<file path="src/rtl/counter_ctrl_pkg.sv">
// Shared definitions for the counter arbiter: FSM state encoding, datapath
// operation codes, requester count and a small index-to-one-hot helper.
// No ports; imported by counter_arbiter and rr_select.
package counter_ctrl_pkg;

  // Number of requesters sharing the counter and the width of a winner index.
  localparam int NUM_REQ = 2;
  localparam int IDX_W   = 1;

  // Datapath operation encoding driven on op.
  localparam logic OP_INC = 1'b0;
  localparam logic OP_DEC = 1'b1;

  typedef enum logic [2:0] {
    ST_INIT  = 3'd0,
    ST_IDLE  = 3'd1,
    ST_CHECK = 3'd2,
    ST_EXEC  = 3'd3,
    ST_DONE  = 3'd4
  } state_t;

  // Converts a requester index into a one-hot requester vector.
  function automatic logic [NUM_REQ-1:0] idx_to_onehot(input logic [IDX_W-1:0] idx);
    logic [NUM_REQ-1:0] v;
    v      = '0;
    v[idx] = 1'b1;
    return v;
  endfunction

endpackage

</file>
<file path="src/rtl/rr_select.sv">
// Winner selection between the two requesters: the requester named by
// pointer wins if it is requesting, otherwise the other one does.
// Ports: req (request vector), pointer (preferred index) -> w (winner index),
//        valid (at least one request present). Purely combinational.
module rr_select
  import counter_ctrl_pkg::*;
(
  input  logic [NUM_REQ-1:0] req,
  input  logic [IDX_W-1:0]   pointer,
  output logic [IDX_W-1:0]   w,
  output logic               valid
);

  // With two requesters the only alternative to the preferred one is its
  // complement, so the priority rotation collapses to a single mux.
  assign valid = |req;
  assign w     = req[pointer] ? pointer : ~pointer;

endmodule

</file>
<file path="src/rtl/counter_arbiter.sv">
// Arbitrating controller for a shared up/down counter datapath. Two
// requesters ask for increment/decrement; one transaction runs at a time
// through INIT -> IDLE -> CHECK -> (EXEC) -> DONE, refusing operations that
// would wrap (z/m status) and acknowledging each request with ack/err.
// Config macro: RR_PRIORITY_EN -- defined: round-robin tie-break with a
// pointer register; undefined: fixed priority (requester 0 wins ties).
// Ports:
//   clk, reset      clock, asynchronous active-high reset
//   req[1:0]        per-requester request, held until ack
//   dir[1:0]        per-requester direction (1 = inc, 0 = dec)
//   clr             synchronous clear request for the counter
//   z, m            datapath status: count nonzero / count below max
//   op, c_ld, c_clr datapath operation, load strobe, clear strobe
//   gnt[1:0]        one-hot owner of the transaction in flight
//   ack[1:0], err   completion pulse and refusal flag
//   busy            high in every state except IDLE
// All outputs are registered alongside the state so they line up with it.
module counter_arbiter
  import counter_ctrl_pkg::*;
(
  input  logic               clk,
  input  logic               reset,
  input  logic [NUM_REQ-1:0] req,
  input  logic [NUM_REQ-1:0] dir,
  input  logic               clr,
  input  logic               z,
  input  logic               m,
  output logic               op,
  output logic               c_ld,
  output logic               c_clr,
  output logic [NUM_REQ-1:0] gnt,
  output logic [NUM_REQ-1:0] ack,
  output logic               err,
  output logic               busy
);

  state_t             r_state;
  logic [IDX_W-1:0]   r_w;
  logic               r_dir;
  logic               r_blocked;

  logic               r_op;
  logic               r_c_ld;
  logic               r_c_clr;
  logic [NUM_REQ-1:0] r_gnt;
  logic [NUM_REQ-1:0] r_ack;
  logic               r_err;
  logic               r_busy;

  logic [IDX_W-1:0]   w_ptr;
  logic [IDX_W-1:0]   w_sel;
  logic               w_sel_vld;
  logic               w_allowed;

`ifdef RR_PRIORITY_EN
  logic [IDX_W-1:0]   r_ptr;
  assign w_ptr = r_ptr;
`else
  // Fixed priority: requester 0 is always preferred, no pointer state.
  assign w_ptr = '0;
`endif

  rr_select u_rr_select (
    .req     (req),
    .pointer (w_ptr),
    .w       (w_sel),
    .valid   (w_sel_vld)
  );

  // Status inputs are only consulted here, in CHECK, so a refused operation
  // never reaches the datapath and no wrap-around is ever commanded.
  assign w_allowed = (r_dir & m) | (~r_dir & z);

  always_ff @(posedge clk or posedge reset) begin
    if (reset) begin
      r_state   <= ST_INIT;
      r_w       <= '0;
      r_dir     <= 1'b0;
      r_blocked <= 1'b0;
`ifdef RR_PRIORITY_EN
      r_ptr     <= '0;
`endif
      r_op      <= OP_INC;
      r_c_ld    <= 1'b0;
      r_c_clr   <= 1'b1;
      r_gnt     <= '0;
      r_ack     <= '0;
      r_err     <= 1'b0;
      r_busy    <= 1'b1;
    end else begin
      // Strobes and the ack/err pulse are single-cycle unless re-asserted.
      r_op    <= OP_INC;
      r_c_ld  <= 1'b0;
      r_c_clr <= 1'b0;
      r_ack   <= '0;
      r_err   <= 1'b0;

      case (r_state)
        ST_INIT: begin
          r_state <= ST_IDLE;
          r_gnt   <= '0;
          r_busy  <= 1'b0;
        end

        ST_IDLE: begin
          // clr wins over a pending request; the request stays high and is
          // picked up once INIT has cleared the counter.
          if (clr) begin
            r_state <= ST_INIT;
            r_c_clr <= 1'b1;
            r_busy  <= 1'b1;
          end else if (w_sel_vld) begin
            r_state   <= ST_CHECK;
            r_w       <= w_sel;
            r_dir     <= dir[w_sel];
            r_blocked <= 1'b0;
            r_gnt     <= idx_to_onehot(w_sel);
            r_busy    <= 1'b1;
          end
        end

        ST_CHECK: begin
          if (w_allowed) begin
            r_state <= ST_EXEC;
            r_c_ld  <= 1'b1;
            r_op    <= r_dir ? OP_INC : OP_DEC;
          end else begin
            // Refused at a boundary: skip EXEC and report through err.
            r_state   <= ST_DONE;
            r_blocked <= 1'b1;
            r_ack     <= idx_to_onehot(r_w);
            r_err     <= 1'b1;
          end
        end

        ST_EXEC: begin
          r_state <= ST_DONE;
          r_ack   <= idx_to_onehot(r_w);
          r_err   <= r_blocked;
        end

        ST_DONE: begin
          r_state <= ST_IDLE;
          r_gnt   <= '0;
          r_busy  <= 1'b0;
`ifdef RR_PRIORITY_EN
          // The requester just served drops to lowest priority.
          r_ptr   <= ~r_w;
`endif
        end

        default: begin
          r_state <= ST_INIT;
          r_c_clr <= 1'b1;
          r_gnt   <= '0;
          r_busy  <= 1'b1;
        end
      endcase
    end
  end

  assign op    = r_op;
  assign c_ld  = r_c_ld;
  assign c_clr = r_c_clr;
  assign gnt   = r_gnt;
  assign ack   = r_ack;
  assign err   = r_err;
  assign busy  = r_busy;

  // Structural invariants of the controller outputs.
  a_ld_clr_excl : assert property (@(posedge clk) disable iff (reset) !(c_ld && c_clr));
  a_op_with_ld  : assert property (@(posedge clk) disable iff (reset) op |-> c_ld);
  a_ack_onehot  : assert property (@(posedge clk) disable iff (reset) $onehot0(ack));
  a_gnt_onehot  : assert property (@(posedge clk) disable iff (reset) $onehot0(gnt));
  a_err_w_ack   : assert property (@(posedge clk) disable iff (reset) err |-> (|ack));

endmodule

</file>
<file path="config.mk">
export PLATFORM = sky130hd
export DESIGN_NAME = counter_arbiter
export DESIGN_NICKNAME = d
export VERILOG_FILES = /design/src/rtl/counter_ctrl_pkg.sv /design/src/rtl/rr_select.sv /design/src/rtl/counter_arbiter.sv
export SDC_FILE = /design/constraint.sdc
export NUM_CORES = 1
export LEC_CHECK = 0
export ABC_AREA = 1
export CAP_MARGIN = 20
export CORE_MARGIN = 10
export CORE_UTILIZATION = 40
export DETAILED_ROUTE_END_ITERATION = 10
export GPL_ROUTABILITY_DRIVEN = 0
export HOLD_SLACK_MARGIN = 0.12
export PLACE_DENSITY = 0.71
export SYNTH_ARGS = -nofsm -noshare
export SYNTH_HDL_FRONTEND = slang
export SYNTH_SLANG_ARGS = --single-unit
</file>
<file path="constraint.sdc">
create_clock -name clk -period 1.1 [get_ports clk]
set_input_delay 0.22 -clock clk [delete_from_list [all_inputs] [get_ports clk]]
set_output_delay 0.22 -clock clk [all_outputs]
set_load 0.01 [all_outputs]
</file>
==> flow_summary_export.csv, run 1 <==
group,metric,value,unit
power_and_ir_drop,power_density,2420,mW/mm2
yosys,synthTopCellsByCount,"21 x nand2_1, 13 x dfrtp_1, 9 x inv_1, 7 x nand3_1, 5 x nor2_2",
yosys,synth_edf_count,0,
yosys,yosysMostFrequentCell,"nand2_1",
worst_setup_path,endpoint,"busy",
floorplan,rows,14,
power_and_ir_drop,leakage,0.511,nW
worst_setup_path,critPathBufInv,1,
floorplan,start_util,42.4,%
cells_and_area,final_nets,113,
yosys,yosys_register_bits,15,
worst_setup_path,start_kind,"flop",
worst_setup_path,path_class,"reg2out",
sta,worst_pin_slew,0.192,ns
yosys,synthDominantCellAreaShare,50.4,%
yosys,syn_area_per_cell,8.61,um2
yosys,syn_nets,84,
cells_and_area,seqCellArea,379,um2
yosys,ys_warn_count,0,
power_and_ir_drop,total_power,2.23,mW
cells_and_area,area_growth,42.4,%
worst_setup_path,cpPeakStageDelay,0.54,ns
yosys,yosys-top-cells-area,"dfrtp_1 50%, nand2_1 12%, dfstp_2 8.1%, nand3_1 5.4%, inv_1 5.2%",
placed_design,placed_cells,111,
global_route,grt_pass1_vias,587,
cells_and_area,multiInputGateArea,243,um2
floorplan,dieArea,0.00362,mm2
cts,cts_root_buf,"clkbuf_4",
sta,slew_headroom,87.1,%
global_route,grt_pass1_wl,2.52,mm
cts,cts_sinks,15,
floorplan,core,0.00152,mm2
worst_setup_path,cp_top_family,"flip-flops",
global_route,antenna_found_initial,0,
sta,hold_violations,0,
route,first_iter_violations,13,
cts,clock_latency,0.28,ns
cells_and_area,post-route-util,60.3,%
route,viasPerCell,4.83,
floorplan,ios,18,
yosys,synth_cell_types,14,
placed_design,io_buffers,17,
worst_setup_path,crit_cells,1,
worst_setup_path,reg2reg_to,"gnt[1]",
sta,setup_violations,2,
route,drc,0,
floorplan,die_w,60.2,um
min_path,min-delay-path-class,"in2async",
outcome,outcome,"finished, violations left",
route,wl_per_cell,11.8,um
cells_and_area,layout-drive-gt1-share,35.0,%
job,cap_violations,0,
route,vias,575,
floorplan,chipHeight,60.2,um
worst_setup_path,end_kind,"output pin",
route,drt-total-wl,1.41,mm
cts,numCtsBuffers,3,
worst_setup_path,crit_chain,"buf_6",
cts,cts-htree-levels,1,
sta,fmax,875,MHz
sta,fin_crit,1.14,ns
sta,final-max-slew-violation-count,0,
yosys,syn_inst,75,
yosys,seq_area_frac_synth,58.5,%
worst_setup_path,arrival,0.92,ns
sta,layout_setup_ws,-0.0427,ns
sta,rsz0062_at_grt,"yes",
power_and_ir_drop,peakVddDrop,1130,uV
route,detail-route-antenna-nets,0,
worst_setup_path,r2r_start,"r_state[2]",
worst_setup_path,critPathLaunch,"busy",
yosys,yosys_most_used_dff,"dfrtp_1",
cts,hold_buffers,0,
sta,setup_tns,-0.0682,ns
placed_design,dp_hpwl,1.06,mm
worst_setup_path,reg2reg_depth,6,
cts,clockBufferDepth,2,
global_route,track_usage,8.96,%
sta,skew,0.00300,ns
route,drt_first_pass_iters,4,
worst_setup_path,cp_slowest_cell,"dfstp_2",
outcome,violations,"setup timing",
yosys,syn_area,646,um2
worst_setup_path,crit_path_max_fanout,2,
cells_and_area,instances_no_fill,119,
global_route,overflow,0,
sta,timing.final.crit_share,104,%
global_route,grt_max_degree,16,
worst_setup_path,crit_required,0.88,ns
worst_setup_path,ff2ff_setup_slack,0.02,ns
cells_and_area,n_antenna_cell,0,
cells_and_area,fillers,147,
yosys,async_reset_ff_share,100,%
cts,cts_tree,"built",
yosys,synth_top_area_cell,"dfrtp_1",
cts,path_clk_slew,0.09,ns
==> flip-flops by register name, indices dropped and copies added, names as in the netlist <==
| name | count |
|---|---|
| busy | 1 |
| c_ld | 1 |
| ack | 2 |
| gnt | 2 |
| r_dir | 1 |
| c_clr | 1 |
| r_w | 1 |
| op | 1 |
| err | 1 |
| r_blocked | 1 |
| r_state | 3 |
==> through the flow <==
| step | area (um2) | hold slack, ns | setup WS [ns] |
|---|---|---|---|
| 2_1_floorplan | 646 | 0.120 | 0.0757 |
| 3_3_place_gp | 871 | 0.446 | -0.226 |
| 3_5_place_dp | 871 | 0.452 | -0.240 |
| 4_1_cts | 895 | 0.237 | -0.0503 |
| 5_1_grt | 920 | 0.251 | -0.0859 |
| 6_report | 920 | 0.235 | -0.0427 |
==> worst min path at each step <==
stage                from     end  slack, ns
CTS                 reset      op       0.24
global route        reset  gnt[1]       0.25
floorplan           reset  ack[0]       0.12
global placement      r_w  ack[0]       0.45
finish              reset  ack[1]       0.23
detailed placement    r_w  ack[0]       0.45
==> cell usage in the layout, fill, tap and decap left out, drive strengths merged, types with 2 or more instances in the layout <==
cell / count
inv: 13
clkbuf: 4
buf: 16
or2: 2
o21ai: 5
nand3: 7
dfstp: 2
dfrtp: 13
clkdlybuf4s50: 8
nor2: 8
nand2: 21
nand4: 2
==> final cells by class <==
cell class,count,share of cell area [%]
well taps,16,2.18
flip-flops and latches,15,41.2
inverters,13,5.31
clock buffers,4,2.86
multi-input cells,47,26.4
repair buffers,24,22.0
==> cell families after synthesis <==
kind of cell           after synthesis  share of synthesized area [%]
and+or+nand+nor                     41                           28.9
DFF                                 15                           58.5
AOI/OAI and AO/OA                    6                           5.04
buffers and inverters               13                           7.56
==> layer usage <==
metal  GRT usage [%]  wire length (um)
met1            10.4               633
met2            14.1               675
met3            2.97                71
met4            4.81                25
met5               0                 0
==> timing repair <==
item	4_1_cts	5_1_grt
gates resized for setup	37	8
pin swaps	0	3
setup buffers	2	2
setup endpoints to repair	10	15
==> power breakdown <==
group	switching, mW	internal, mW
Sequential	0.147	0.776
Combinational	0.523	0.463
Clock	0.176	0.141
Total	0.845	1.38
Note: power is estimated with default switching activity, not from simulation.
==> run 2, diff against run 1 <==
- GPL_TIMING_DRIVEN: not set -> 0
==> flow_summary_export.csv, run 2 (synthesized netlist as in run 1, its figures left out) <==
group,metric,value,unit
sta,setup_violations,2,
worst_setup_path,reg2reg_to,"gnt[1]",
placed_design,dp_hpwl,999,um
sta,timing.final.crit_share,102,%
worst_setup_path,arrival,0.90,ns
worst_setup_path,path_class,"reg2out",
route,first_iter_violations,7,
cts,cts_root_buf,"clkbuf_4",
worst_setup_path,reg2reg_depth,6,
cells_and_area,final_nets,110,
floorplan,rows,14,
cts,numCtsBuffers,3,
sta,skew,0.00417,ns
cts,cts_tree,"built",
placed_design,dpl_worst_slack,-0.239,ns
power_and_ir_drop,p_comb_share,42.7,%
power_and_ir_drop,leakage,0.487,nW
worst_setup_path,end_kind,"output pin",
floorplan,chipHeight,60.2,um
route,detail-route-antenna-nets,0,
floorplan,core,0.00152,mm2
sta,slew_headroom,63.2,%
worst_setup_path,critPathBufInv,1,
worst_setup_path,crit_chain,"buf_6",
power_and_ir_drop,seqPwrFrac,43.3,%
cts,clock_latency,0.27,ns
cells_and_area,multiInputGateArea,249,um2
cells_and_area,final_cell_mix,"18 x nand2_1, 12 x dfrtp_1, 9 x inv_1, 8 x clkdlybuf4s50_1",
sta,fin_crit,1.12,ns
sta,setup_tns,-0.0363,ns
route,wl_per_cell,11.0,um
cts,cts-htree-levels,1,
cells_and_area,largest_reg_flops,3,
cts,cts_sinks,15,
cts,clockBufferDepth,2,
worst_setup_path,ff2ff_setup_slack,0.02,ns
sta,fmax,890,MHz
min_path,min-delay-path-class,"in2async",
worst_setup_path,crit_path_max_fanout,2,
sta,final-max-slew-violation-count,0,
sta,worst_pin_slew,0.552,ns
worst_setup_path,crit_required,0.88,ns
cts,path_clk_slew,0.08,ns
route,viasPerCell,4.85,
power_and_ir_drop,internal-power,1.33,mW
global_route,track_usage,8.01,%
floorplan,ios,18,
cells_and_area,seqCellArea,379,um2
cells_and_area,regMostFlops,"r_state",
cells_and_area,n_antenna_cell,0,
power_and_ir_drop,p_clk_share,14.0,%
sta,hold_violations,0,
power_and_ir_drop,power_density,2400,mW/mm2
cells_and_area,area_growth,38.0,%
global_route,overflow,0,
route,drc,0,
power_and_ir_drop,switching_share,37.9,%
worst_setup_path,cpPeakStageDelay,0.54,ns
outcome,violations,"setup timing",
worst_setup_path,cp_slowest_cell,"dfstp_2",
sta,whs,0.284,ns
sta,rsz0062_at_grt,"yes",
cells_and_area,final_common_cell,"nand2_1",
floorplan,die_w,60.2,um
route,drt_first_pass_iters,4,
floorplan,dieArea,0.00362,mm2
sta,layout_setup_ws,-0.0241,ns
cells_and_area,fillers,140,
global_route,grt_pass1_vias,567,
cts,hold_buffers,0,
power_and_ir_drop,p_sw,809,uW
floorplan,start_util,42.4,%
route,drt-total-wl,1.28,mm
cells_and_area,layout-drive-gt1-share,36.0,%
worst_setup_path,cp_top_family,"flip-flops",
placed_design,io_buffers,17,
worst_setup_path,r2r_start,"r_state[2]",
global_route,antenna_found_initial,0,
job,cap_violations,0,
global_route,grt_pass1_wl,2.28,mm
global_route,grt_max_degree,16,
route,vias,563,
worst_setup_path,start_kind,"flop",
power_and_ir_drop,peakVddDrop,1210,uV
outcome,outcome,"finished, violations left",
run 2: cell types whose count changed in the layout (fill, tap and decap cells not counted), moves of 2 or more:
| cell | before | now |
|---|---|---|
| buf_2 | 7 | 5 |
| buf_4 | 6 | 4 |
| clkbuf_2 | 0 | 2 |
| nor2_1 | 3 | 1 |
| nor2_2 | 4 | 6 |
run 2: worst max path at each step:
| stage | end | from | slack [ns] | cells past startpoint |
|---|---|---|---|---|
| 4_1_cts | busy | busy | -0.03 | 1 |
| 2_1_floorplan | r_dir | r_state[1] | 0.08 | 6 |
| 6_report | busy | busy | -0.02 | 1 |
| 3_5_place_dp | busy | req[0] | -0.24 | 6 |
| 5_1_grt | r_dir | r_state[1] | -0.08 | 6 |
| 3_3_place_gp | r_state[1] | z | -0.24 | 7 |
run 2: timing repair:
| item | in CTS | in global routing |
|---|---|---|
| endpoints found under the hold margin | 0 | 0 |
| pin swaps | 2 | 2 |
| resized for setup | 35 | 11 |
| cloned | 0 | 0 |
| setup buffers | 1 | 3 |
| endpoints found under the setup margin | 12 | 13 |
run 2: layout make-up:
class,instances,share of cell area (%)
sequential,15,42.6
multi-input combinational,47,27.9
timing repair buffer,21,18.8
inverter,13,5.48
clock buffer,4,2.95
tap,16,2.25
run 2: power by group through the flow:
stage                     combinational [mW]  sequential, mW  clock (mW)
after floorplan                        0.464           0.953           0
after CTS                              0.873           0.920       0.314
final                                  0.913           0.925       0.299
after global placement                 0.816           0.916           0
after detailed placement               0.828           0.925           0
after global routing                    1.03           0.958       0.339
run 2: layer usage:
metal	wire length (um)	track usage (%)	vias up
li1	-	-	289
met1	599	9.27	257
met2	594	12.8	13
met3	59	2.12	4
met4	27	4.81	0
met5	0	0	-
run 2: through the flow:
step	std cells	cell area (um2)	utilization, %	total power, mW
global placement	108	836	54.8	1.73
global route	116	891	58.5	2.33
finish	116	891	58.5	2.14
CTS	113	881	57.8	2.11
floorplan	75	646	-	1.42
detailed placement	108	836	54.8	1.75
==> run 3, diff against run 2 <==
- CTS_CLUSTER_SIZE: not set -> 20
- REMOVE_ABC_BUFFERS: not set -> 1
==> results of run 3 <==
Final layout, timing and power as in run 2 (identical DEF).
